--- config.mk ---
export PLATFORM = sky130hd
export DESIGN_NAME = input_controller_flat
export DESIGN_NICKNAME = d
export VERILOG_FILES = /design/src/rtl/input_controller_if.sv /design/src/rtl/input_controller.sv /design/src/flat_wrapper.sv
export SDC_FILE = /design/constraint.sdc
export NUM_CORES = 1
export LEC_CHECK = 0
export ABC_AREA = 1
export ABC_CLOCK_PERIOD_IN_PS = 3030
export CAP_MARGIN = 20
export CORE_MARGIN = 1.5
export CORE_UTILIZATION = 55
export CTS_BUF_LIST = sky130_fd_sc_hd__clkbuf_16
export CTS_CLUSTER_SIZE = 12
export DETAILED_ROUTE_END_ITERATION = 7
export PLACE_DENSITY = 0.85
export SYNTH_ARGS = -nofsm -noshare
export SYNTH_HDL_FRONTEND = slang
export SYNTH_SLANG_ARGS = --single-unit
--- constraint.sdc ---
create_clock -name clk -period 3.03 [get_ports clk]
set_clock_uncertainty 0.1 [all_clocks]
set_input_delay 0.4545 -clock clk [delete_from_list [all_inputs] [get_ports clk]]
set_output_delay 0.4545 -clock clk [all_outputs]
set_load 0.01 [all_outputs]
--- src/rtl/input_controller_if.sv ---
// rtl/input_controller_if.sv - raw button inputs and conditioned level/strobe outputs
interface input_controller_if;
  logic jump_raw;
  logic halt_raw;
  logic jump_level;
  logic jump_press;
  logic jump_release;
  logic halt_level;
  logic halt_press;
  logic halt_release;
  logic halt_hold;

  modport master (
    output jump_raw, halt_raw,
    input  jump_level, jump_press, jump_release,
    input  halt_level, halt_press, halt_release, halt_hold
  );

  modport slave (
    input  jump_raw, halt_raw,
    output jump_level, jump_press, jump_release,
    output halt_level, halt_press, halt_release, halt_hold
  );
endinterface

--- src/rtl/input_controller.sv ---
// rtl/input_controller.sv - synchronise and debounce jump/halt buttons into levels and strobes
// Optional long-press strobe on halt is built when INPUT_HOLD_EN is defined.
module input_controller #(
  parameter int DEBOUNCE_CYCLES = 250000,
  parameter int HOLD_CYCLES     = 25000000
) (
  input logic               clk,
  input logic               rst_n,
  input_controller_if.slave bus
);
  localparam int CW = $clog2(DEBOUNCE_CYCLES);
  localparam logic [CW-1:0] CNT_LAST = CW'(DEBOUNCE_CYCLES - 1);

  // Channel index 0 is jump, 1 is halt; the two never interact.
  logic [1:0]    raw;
  logic [1:0]    s1_q, s2_q;
  logic [1:0]    level_q, level_d;
  logic [1:0]    press_q, press_d;
  logic [1:0]    release_q, release_d;
  logic [CW-1:0] cnt_q [2];
  logic [CW-1:0] cnt_d [2];

  assign raw = {bus.halt_raw, bus.jump_raw};

  always_comb begin
    level_d   = level_q;
    press_d   = '0;
    release_d = '0;
    for (int i = 0; i < 2; i++) begin
      cnt_d[i] = '0;
      if (s2_q[i] != level_q[i]) begin
        if (cnt_q[i] == CNT_LAST) begin
          level_d[i]   = s2_q[i];
          press_d[i]   = s2_q[i];
          release_d[i] = ~s2_q[i];
        end else begin
          cnt_d[i] = cnt_q[i] + CW'(1);
        end
      end
    end
  end

  always_ff @(posedge clk or negedge rst_n) begin
    if (!rst_n) begin
      s1_q      <= '0;
      s2_q      <= '0;
      level_q   <= '0;
      press_q   <= '0;
      release_q <= '0;
      for (int i = 0; i < 2; i++) cnt_q[i] <= '0;
    end else begin
      s1_q      <= raw;
      s2_q      <= s1_q;
      level_q   <= level_d;
      press_q   <= press_d;
      release_q <= release_d;
      for (int i = 0; i < 2; i++) cnt_q[i] <= cnt_d[i];
    end
  end

  assign bus.jump_level   = level_q[0];
  assign bus.jump_press   = press_q[0];
  assign bus.jump_release = release_q[0];
  assign bus.halt_level   = level_q[1];
  assign bus.halt_press   = press_q[1];
  assign bus.halt_release = release_q[1];

`ifdef INPUT_HOLD_EN
  localparam int HW = $clog2(HOLD_CYCLES + 1);
  localparam logic [HW-1:0] HOLD_MAX = HW'(HOLD_CYCLES);
  localparam logic [HW-1:0] HOLD_PRE = HW'(HOLD_CYCLES - 1);

  logic [HW-1:0] hcnt_q, hcnt_d;
  logic          hold_q, hold_d;

  // Saturation at HOLD_MAX keeps the strobe to one per debounced press.
  always_comb begin
    hcnt_d = '0;
    hold_d = 1'b0;
    if (level_q[1]) begin
      hcnt_d = (hcnt_q == HOLD_MAX) ? hcnt_q : hcnt_q + HW'(1);
      hold_d = (hcnt_q == HOLD_PRE);
    end
  end

  always_ff @(posedge clk or negedge rst_n) begin
    if (!rst_n) begin
      hcnt_q <= '0;
      hold_q <= 1'b0;
    end else begin
      hcnt_q <= hcnt_d;
      hold_q <= hold_d;
    end
  end

  assign bus.halt_hold = hold_q;
`else
  assign bus.halt_hold = 1'b0;
`endif
endmodule

--- src/flat_wrapper.sv ---
// flat-port wrapper written by rule: the top's interface ports become plain ports
module input_controller_flat 
#(
  parameter int DEBOUNCE_CYCLES = 250000,
  parameter int HOLD_CYCLES     = 25000000
)
  (clk, rst_n, bus_jump_raw, bus_halt_raw, bus_jump_level, bus_jump_press, bus_jump_release, bus_halt_level, bus_halt_press, bus_halt_release, bus_halt_hold);
  input_controller_if bus_i ();
  input logic clk;
  input logic rst_n;
  input wire logic [$bits(bus_i.jump_raw)-1:0] bus_jump_raw;
  input wire logic [$bits(bus_i.halt_raw)-1:0] bus_halt_raw;
  output wire logic [$bits(bus_i.jump_level)-1:0] bus_jump_level;
  output wire logic [$bits(bus_i.jump_press)-1:0] bus_jump_press;
  output wire logic [$bits(bus_i.jump_release)-1:0] bus_jump_release;
  output wire logic [$bits(bus_i.halt_level)-1:0] bus_halt_level;
  output wire logic [$bits(bus_i.halt_press)-1:0] bus_halt_press;
  output wire logic [$bits(bus_i.halt_release)-1:0] bus_halt_release;
  output wire logic [$bits(bus_i.halt_hold)-1:0] bus_halt_hold;
  assign bus_i.jump_raw = bus_jump_raw;
  assign bus_i.halt_raw = bus_halt_raw;
  assign bus_jump_level = bus_i.jump_level;
  assign bus_jump_press = bus_i.jump_press;
  assign bus_jump_release = bus_i.jump_release;
  assign bus_halt_level = bus_i.halt_level;
  assign bus_halt_press = bus_i.halt_press;
  assign bus_halt_release = bus_i.halt_release;
  assign bus_halt_hold = bus_i.halt_hold;
  input_controller #(.DEBOUNCE_CYCLES(DEBOUNCE_CYCLES), .HOLD_CYCLES(HOLD_CYCLES)) u_core (.clk(clk), .rst_n(rst_n), .bus(bus_i));
endmodule
==> metrics.csv, run 1 <==
stage;metric;value;unit
place;gpl congestion;0.811;
global_routing;grt met3 use;6.66;%
global_routing;largest net degree at the start of global routing;47;
clocking;root buffer cell;clkbuf_16;
route;Initial DRT Pass Iterations;4;
synthesis;Synth Cell Area;0.00237;sq mm
critical_path;critical path launch point type;register;
clocking;H-tree levels;2;
critical_path;CP Max Fanout;5;
critical_path;Crit path arrival time;1280;ps
power;Pint;1.02;mW
status;status;finished clean;
power;Comb power frac;3.4;%
power;peak supply drop;379;uV
synthesis;Yosys top cell by area;dfrtp_1;
power;Power Dens Cells;471;mW/mm^2
power;Flop pwr share;49.7;%
sta;min cycle time layout;1840;ps
sta;hold_ws;3.34;ps
power;Switch Pwr;0.251;mW
die;Core ar.;0.00409;sq mm
finish;layout cell share with drive strength beyond 1;11.7;%
die;Die Span X;68.7;um
route;Routed WL;4.41;mm
route;DR DRC count;0;
finish;Fill cells;330;
sta;setup_tns;0;ps
finish;Nets;315;
route;post-DR vias/cell;5.19;
synthesis;Synth Warn #;0;
synthesis;dominant cells by area after synthesis;dfrtp_1 49%, nor2_1 11%, nand2_1 8.7%, inv_1 4.4%, nand3_1 4.4%;
critical_path;reg-to-reg critical path endpoint;u_core.cnt_q[30]$_DFF_PN0_;
power;Lkg Pwr;1.15;nW
critical_path;crit path from;u_core.level_q[1]$_DFFE_PN0P_;
synthesis;sequential share of the synthesized area;48.5;%
clocking;CTS Hold Bufs;0;
clocking;Clock Sink Count;46;
finish;area delta synth->final;13.4;%
synthesis;Synth cell types;28;
global_routing;M2 GR Usage;36.9;%
synthesis;Synth Area per Inst;8.10;sq um
power;Sw Share;19.8;%
global_routing;gr ovfl total;0;
sta;Final Hold Fails;0;
critical_path;Crit. End Element;primary output;
place;# port buffers;9;
clocking;CTS Buf Count;5;
clocking;Clock Tree Buf Depth;2;
clocking;clock transition at the registers of the reported paths;60;ps
route;routed length per placed instance;12.3;um
die;num ports;11;
place;Final HPWL DP;3.05;mm
synthesis;flops & latches, synth;46;
global_routing;All-Layer GR Usage;22.2;%
die;number of cell rows;23;
critical_path;CP delay by family, top;buffers and inverters;
sta;Slew Limit Fails;0;
critical_path;R2R cell count;6;
power;clock power share;46.9;%
critical_path;critical-path cell with the highest stage delay;clkdlybuf4s50_1;
sta;RSZ-0062 raised after global routing;false;
sta;fmax;0.544;GHz
synthesis;Syn Inst Count;293;
critical_path;crit path buf inv count;1;
sta;Final setup viols;0;
global_routing;M1 GR Usage;27.6;%
route;Vias;1865;
die;die height;68.7;um
route;post-route antenna net violation count;0;
worst_hold_path;Hold Crit Class;in -> async;
finish;Finished Layout Cells;359;
global_routing;initial antenna violation count;0;
finish;Ant. Diodes;0;
global_routing;number of global-route vias before repair;1758;
die;effective utilization at floorplan;58.1;%
critical_path;Req. time, crit path;2480;ps
synthesis;post-synth top area share;48.5;%
critical_path;R2R Setup Slk;1450;ps
run;max-capacitance violation count;0;
critical_path;crit path kind;reg -> out;
critical_path;Crit path depth;1;
global_routing;first-pass GRT wire length;7.69;mm
place;Placed Instances;351;
synthesis;Net Count, Synth;299;
clocking;Clk Latency, worst-skew pair;280;ps
die;Die ar.;0.00472;sq mm
clocking;CTS tree;built;
global_routing;busiest grt layer;met2;
clocking;Post-CTS Setup Bufs;0;
sta;final worst-path cycle share;60.7;%
critical_path;Critical Path Max Stage Delay;580;ps
critical_path;critical-path cell list;clkdlybuf4s50_1;
clocking;Resize count post-CTS;0;
critical_path;FF-to-FF Start;u_core.cnt_q[18]$_DFF_PN0_;
route;1st-iter DRT viols;85;
synthesized netlist by cell type:
master     n
nand4_1    2
a31oi_1    1
o21ai_0    2
ha_1       2
o21ai_1    2
nor2_1    70
nand3_1   21
conb_1     1
inv_2      3
clkinv_2   1
nand2_1   55
nor3_1     7
nor3b_1    2
dfrtp_1   46
inv_1     28
buf_4      1
nand2_4    2
xor2_1     9
nand3_2    1
o21bai_1   2
nor2_4     7
a21oi_2    1
o21ai_4    1
xnor2_1    6
nand2_2    4
a21oi_1    7
nor2_2     8
nand3b_1   1
registers in the layout (all words and copies together), names as in the netlist:
register,flops
u_core.release_q,2
u_core.s1_q,2
u_core.s2_q,2
u_core.level_q,2
u_core.press_q,2
u_core.cnt_q,36
layer usage:
metal	part of all wire [%]	vias up
met2	49	47
met4	1.3	0
met3	4.8	9
met5	0	-
li1	-	941
met1	45	868
final cells by class:
type / count / area (sq um) / area share (%)
clock inverters: 2 / 33.8 / 1.26
clock buffers: 5 / 125 / 4.65
well taps: 50 / 62.6 / 2.32
flip-flops and latches: 46 / 1150 / 42.8
repair buffers: 10 / 105 / 3.91
inverters: 32 / 121 / 4.51
multi-input cells: 214 / 1090 / 40.6
worst max-delay path by stage:
stage | end | slack (ps)
2_1_floorplan | u_core.cnt_q[12]$_DFF_PN0_ | 1610
3_3_place_gp | bus_halt_level | 1510
3_5_place_dp | u_core.cnt_q[29]$_DFF_PN0_ | 1490
4_1_cts | bus_halt_level | 1180
5_1_grt | bus_halt_level | 1140
6_report | bus_halt_level | 1190
power groups by stage:
stage                     logic (mW)  registers (mW)  clock network, mW
after floorplan               0.0216           0.640                  0
after global placement        0.0398           0.641                  0
after detailed placement      0.0409           0.641                  0
after CTS                     0.0413           0.630              0.606
after global routing          0.0511           0.631              0.631
final                         0.0432           0.630              0.595
cell families (layout without fill, tap and decap cells):
kind of cell / Yosys count / count (layout) / synth area share (%)
other: 1 / 1 / 0.158
adder cells (fa/ha/maj): 2 / 2 / 1.05
flip-flops: 46 / 46 / 48.5
XOR/XNOR: 15 / 15 / 5.54
AO/OA/AOI/OAI: 16 / 16 / 4.27
buffers and inverters: 33 / 49 / 5.43
AND/OR/NAND/NOR: 180 / 180 / 35.0
placed cells by master (no fill, tap or decap), types with 2 or more instances in the layout:
master / netlist / routed
nor3b_1: 2 / 2
inv_2: 3 / 3
nor3_1: 7 / 7
o21ai_1: 2 / 2
nand4_1: 2 / 2
nand3_1: 21 / 21
dfrtp_1: 46 / 46
nor2_4: 7 / 7
inv_1: 28 / 28
o21bai_1: 2 / 2
clkbuf_16: 0 / 5
nand2_2: 4 / 4
xor2_1: 9 / 9
ha_1: 2 / 2
a21oi_1: 7 / 7
clkdlybuf4s50_1: 0 / 8
nor2_2: 8 / 8
nand2_1: 55 / 55
nor2_1: 70 / 70
o21ai_0: 2 / 2
xnor2_1: 6 / 6
nand2_4: 2 / 2
through the flow:
step / util, % / cell area [sq um] / power (mW) / setup slack, ps
2_1_floorplan: - / 2370 / 0.662 / 1610
3_3_place_gp: 61.5 / 2510 / 0.681 / 1510
3_5_place_dp: 61.5 / 2510 / 0.682 / 1490
4_1_cts: 65.4 / 2670 / 1.28 / 1180
5_1_grt: 65.9 / 2690 / 1.31 / 1140
6_report: 65.9 / 2690 / 1.27 / 1190
No activity file was read; power rests on OpenSTA's default activity.
==> run 2: changes to the inputs <==
--- a/config.mk
+++ b/config.mk
@@ -6,14 +6,14 @@
 export NUM_CORES = 1
 export LEC_CHECK = 0
 export ABC_AREA = 1
-export ABC_CLOCK_PERIOD_IN_PS = 3030
+export ABC_CLOCK_PERIOD_IN_PS = 1550
 export CAP_MARGIN = 20
 export CORE_MARGIN = 1.5
-export CORE_UTILIZATION = 55
+export CORE_UTILIZATION = 54
 export CTS_BUF_LIST = sky130_fd_sc_hd__clkbuf_16
 export CTS_CLUSTER_SIZE = 12
 export DETAILED_ROUTE_END_ITERATION = 7
-export PLACE_DENSITY = 0.85
+export PLACE_DENSITY = 0.86
 export SYNTH_ARGS = -nofsm -noshare
 export SYNTH_HDL_FRONTEND = slang
 export SYNTH_SLANG_ARGS = --single-unit
==> constraint.sdc (replaced) <==
create_clock -name clk -period 1.55 [get_ports clk]
set_clock_uncertainty 0.1 [all_clocks]
set_input_delay 0.2325 -clock clk [delete_from_list [all_inputs] [get_ports clk]]
set_output_delay 0.2325 -clock clk [all_outputs]
set_load 0.01 [all_outputs]
==> run 2 against run 1 <==
Sequential power increased by 95%. First-iteration DRC count rose by 33%. Non-clock buffer count rose by 14. Combinational power is 140% higher. Register-to-register slack got worse by 1400 ps. Setup slack got worse by 1200 ps. Wire length up 7.1%. Total power grew 100%. Die area increased by 1.8%. Global-route usage shrank 1.3 points. Clock-buffer cell count unchanged. Critical path type is now reg -> reg. Critical endpoint is now u_core.cnt_q[30]$_DFF_PN0_. Largest power group unchanged.
==> metrics.csv, run 2 (same netlist as run 1, synthesis figures left out) <==
stage;metric;value;unit
place;Post-DP Area;0.00259;sq mm
clocking;Clock Tree Buf Depth;2;
route;post-DR vias/cell;5.17;
worst_hold_path;Hold Crit Class;reg -> reg;
sta;PnR worst setup slack;13.0;ps
global_routing;initial antenna violation count;0;
die;Die ar.;0.00480;sq mm
finish;most common cell after layout, fill and taps aside;nor2_1;
sta;Final Hold Fails;0;
critical_path;CP Max Fanout;4;
global_routing;All-Layer GR Usage;20.9;%
global_routing;number of global-route vias before repair;1899;
clocking;Clock Sink Count;46;
place;Final HPWL DP;3.16;mm
run;max-capacitance violation count;0;
sta;final worst-path cycle share;99.2;%
die;die height;69.3;um
route;routed length per placed instance;12.6;um
critical_path;critical path launch point type;register;
die;Die Span X;69.3;um
finish;Ant. Diodes;0;
clocking;CTS Buf Count;5;
sta;setup_tns;0;ps
sta;fmax;0.651;GHz
clocking;H-tree levels;2;
finish;Top reg by flops;u_core.cnt_q;
finish;Nets;329;
sta;Slew Limit Fails;0;
route;Initial DRT Pass Iterations;4;
sta;Final setup viols;0;
die;effective utilization at floorplan;57.6;%
place;gpl congestion;0.865;
clocking;root buffer cell;clkbuf_16;
power;peak supply drop;446;uV
global_routing;largest net degree at the start of global routing;47;
die;number of cell rows;23;
route;post-route antenna net violation count;0;
clocking;Clk Latency, worst-skew pair;290;ps
critical_path;crit path kind;reg -> reg;
finish;final instance area;0.00285;sq mm
finish;max reg flops;36;
power;Power Dens Cells;888;mW/mm^2
finish;area delta synth->final;20.3;%
die;Core ar.;0.00412;sq mm
place;# port buffers;9;
power;Lkg Pwr;1.25;nW
critical_path;Crit. End Element;register;
finish;Final Util;69.4;%
clocking;CTS tree;built;
critical_path;Req. time, crit path;1670;ps
die;num ports;11;
finish;commonest cells after routing, fill and taps aside;69 x nor2_1, 53 x nand2_1, 45 x dfrtp_1;
critical_path;Crit path arrival time;1650;ps
route;DR DRC count;0;
status;status;finished clean;
route;Routed WL;4.73;mm
route;Vias;1932;
place;pre-CTS WS;22.6;ps
global_routing;first-pass GRT wire length;8.03;mm
power;Tot Pwr;2.53;mW
finish;layout cell share with drive strength beyond 1;17.6;%
global_routing;gr ovfl total;0;
route;1st-iter DRT viols;113;
sta;min cycle time layout;1540;ps
clocking;clock transition at the registers of the reported paths;60;ps
-- run 2: cell count changes in the layout (fill, tap and decap cells not counted), sizes merged --
cell and change:
clkdlybuf4s50 -1, buf +13, clkinv +1, dlygate4sd3 +1
dlymetal6s2s +1
-- run 2: where the power goes --
part	leakage, nW	internal [mW]	switching, mW
logic	0.536	0.0403	0.0647
registers	0.627	1.22	0.0141
clock network	0.0836	0.754	0.442
total	1.25	2.01	0.520
-- run 2: final cells by class --
type,instances,area (sq um)
clock buffer,5,125
clock inverter,3,40.0
fill,295,1260
inverter,32,121
multi-input combinational,214,1140
sequential,46,1150
tap,50,62.6
timing repair buffer,24,215
-- run 2: worst paths after layout --
kind,start,depth (start not counted),end,slack (ps)
max,u_core.cnt_q[19]$_DFF_PN0_,7,u_core.cnt_q[30]$_DFF_PN0_,10
min,u_core.s1_q[1]$_DFF_PN0_,0,u_core.s2_q[1]$_DFF_PN0_,260
max reg2reg,u_core.cnt_q[19]$_DFF_PN0_,7,u_core.cnt_q[30]$_DFF_PN0_,10
min reg2reg,u_core.s1_q[1]$_DFF_PN0_,0,u_core.s2_q[1]$_DFF_PN0_,260
max in group asynchronous,rst_n,3,u_core.cnt_q[4]$_DFF_PN0_,780
min in group asynchronous,rst_n,3,u_core.cnt_q[31]$_DFF_PN0_,350
-- run 2: timing repair --
action,in CTS,in global routing
resized for setup,0,12
setup buffers,2,3
cloned,0,0
setup endpoints to repair,2,19
endpoints found under the hold margin,46,0
hold buffers,1,0
pin swaps,0,3
-- run 2: worst max-delay path, cell delays in order, from the launching register on --
cell     delay, ps
dfrtp_1        360
ha_1           190
nand2_2         90
nor2_4         170
nand2_2        120
o21ai_0        240
nand2_1        100
nor2_1          90
-- run 2: through the flow --
step | hold WS, ps | cells
after floorplan | -163 | 293
after global placement | 127 | 360
after detailed placement | 129 | 360
after CTS | 253 | 371
after global routing | 269 | 374
final | 256 | 374
-- run 2: routing by layer --
| layer | global-route usage [%] | vias up | wire length, um |
|---|---|---|---|
| li1 | - | 974 | - |
| met1 | 24.4 | 915 | 2000 |
| met2 | 37.0 | 33 | 2480 |
| met3 | 5.23 | 10 | 169 |
| met4 | 7.63 | 0 | 72 |
| met5 | 0 | - | 0 |
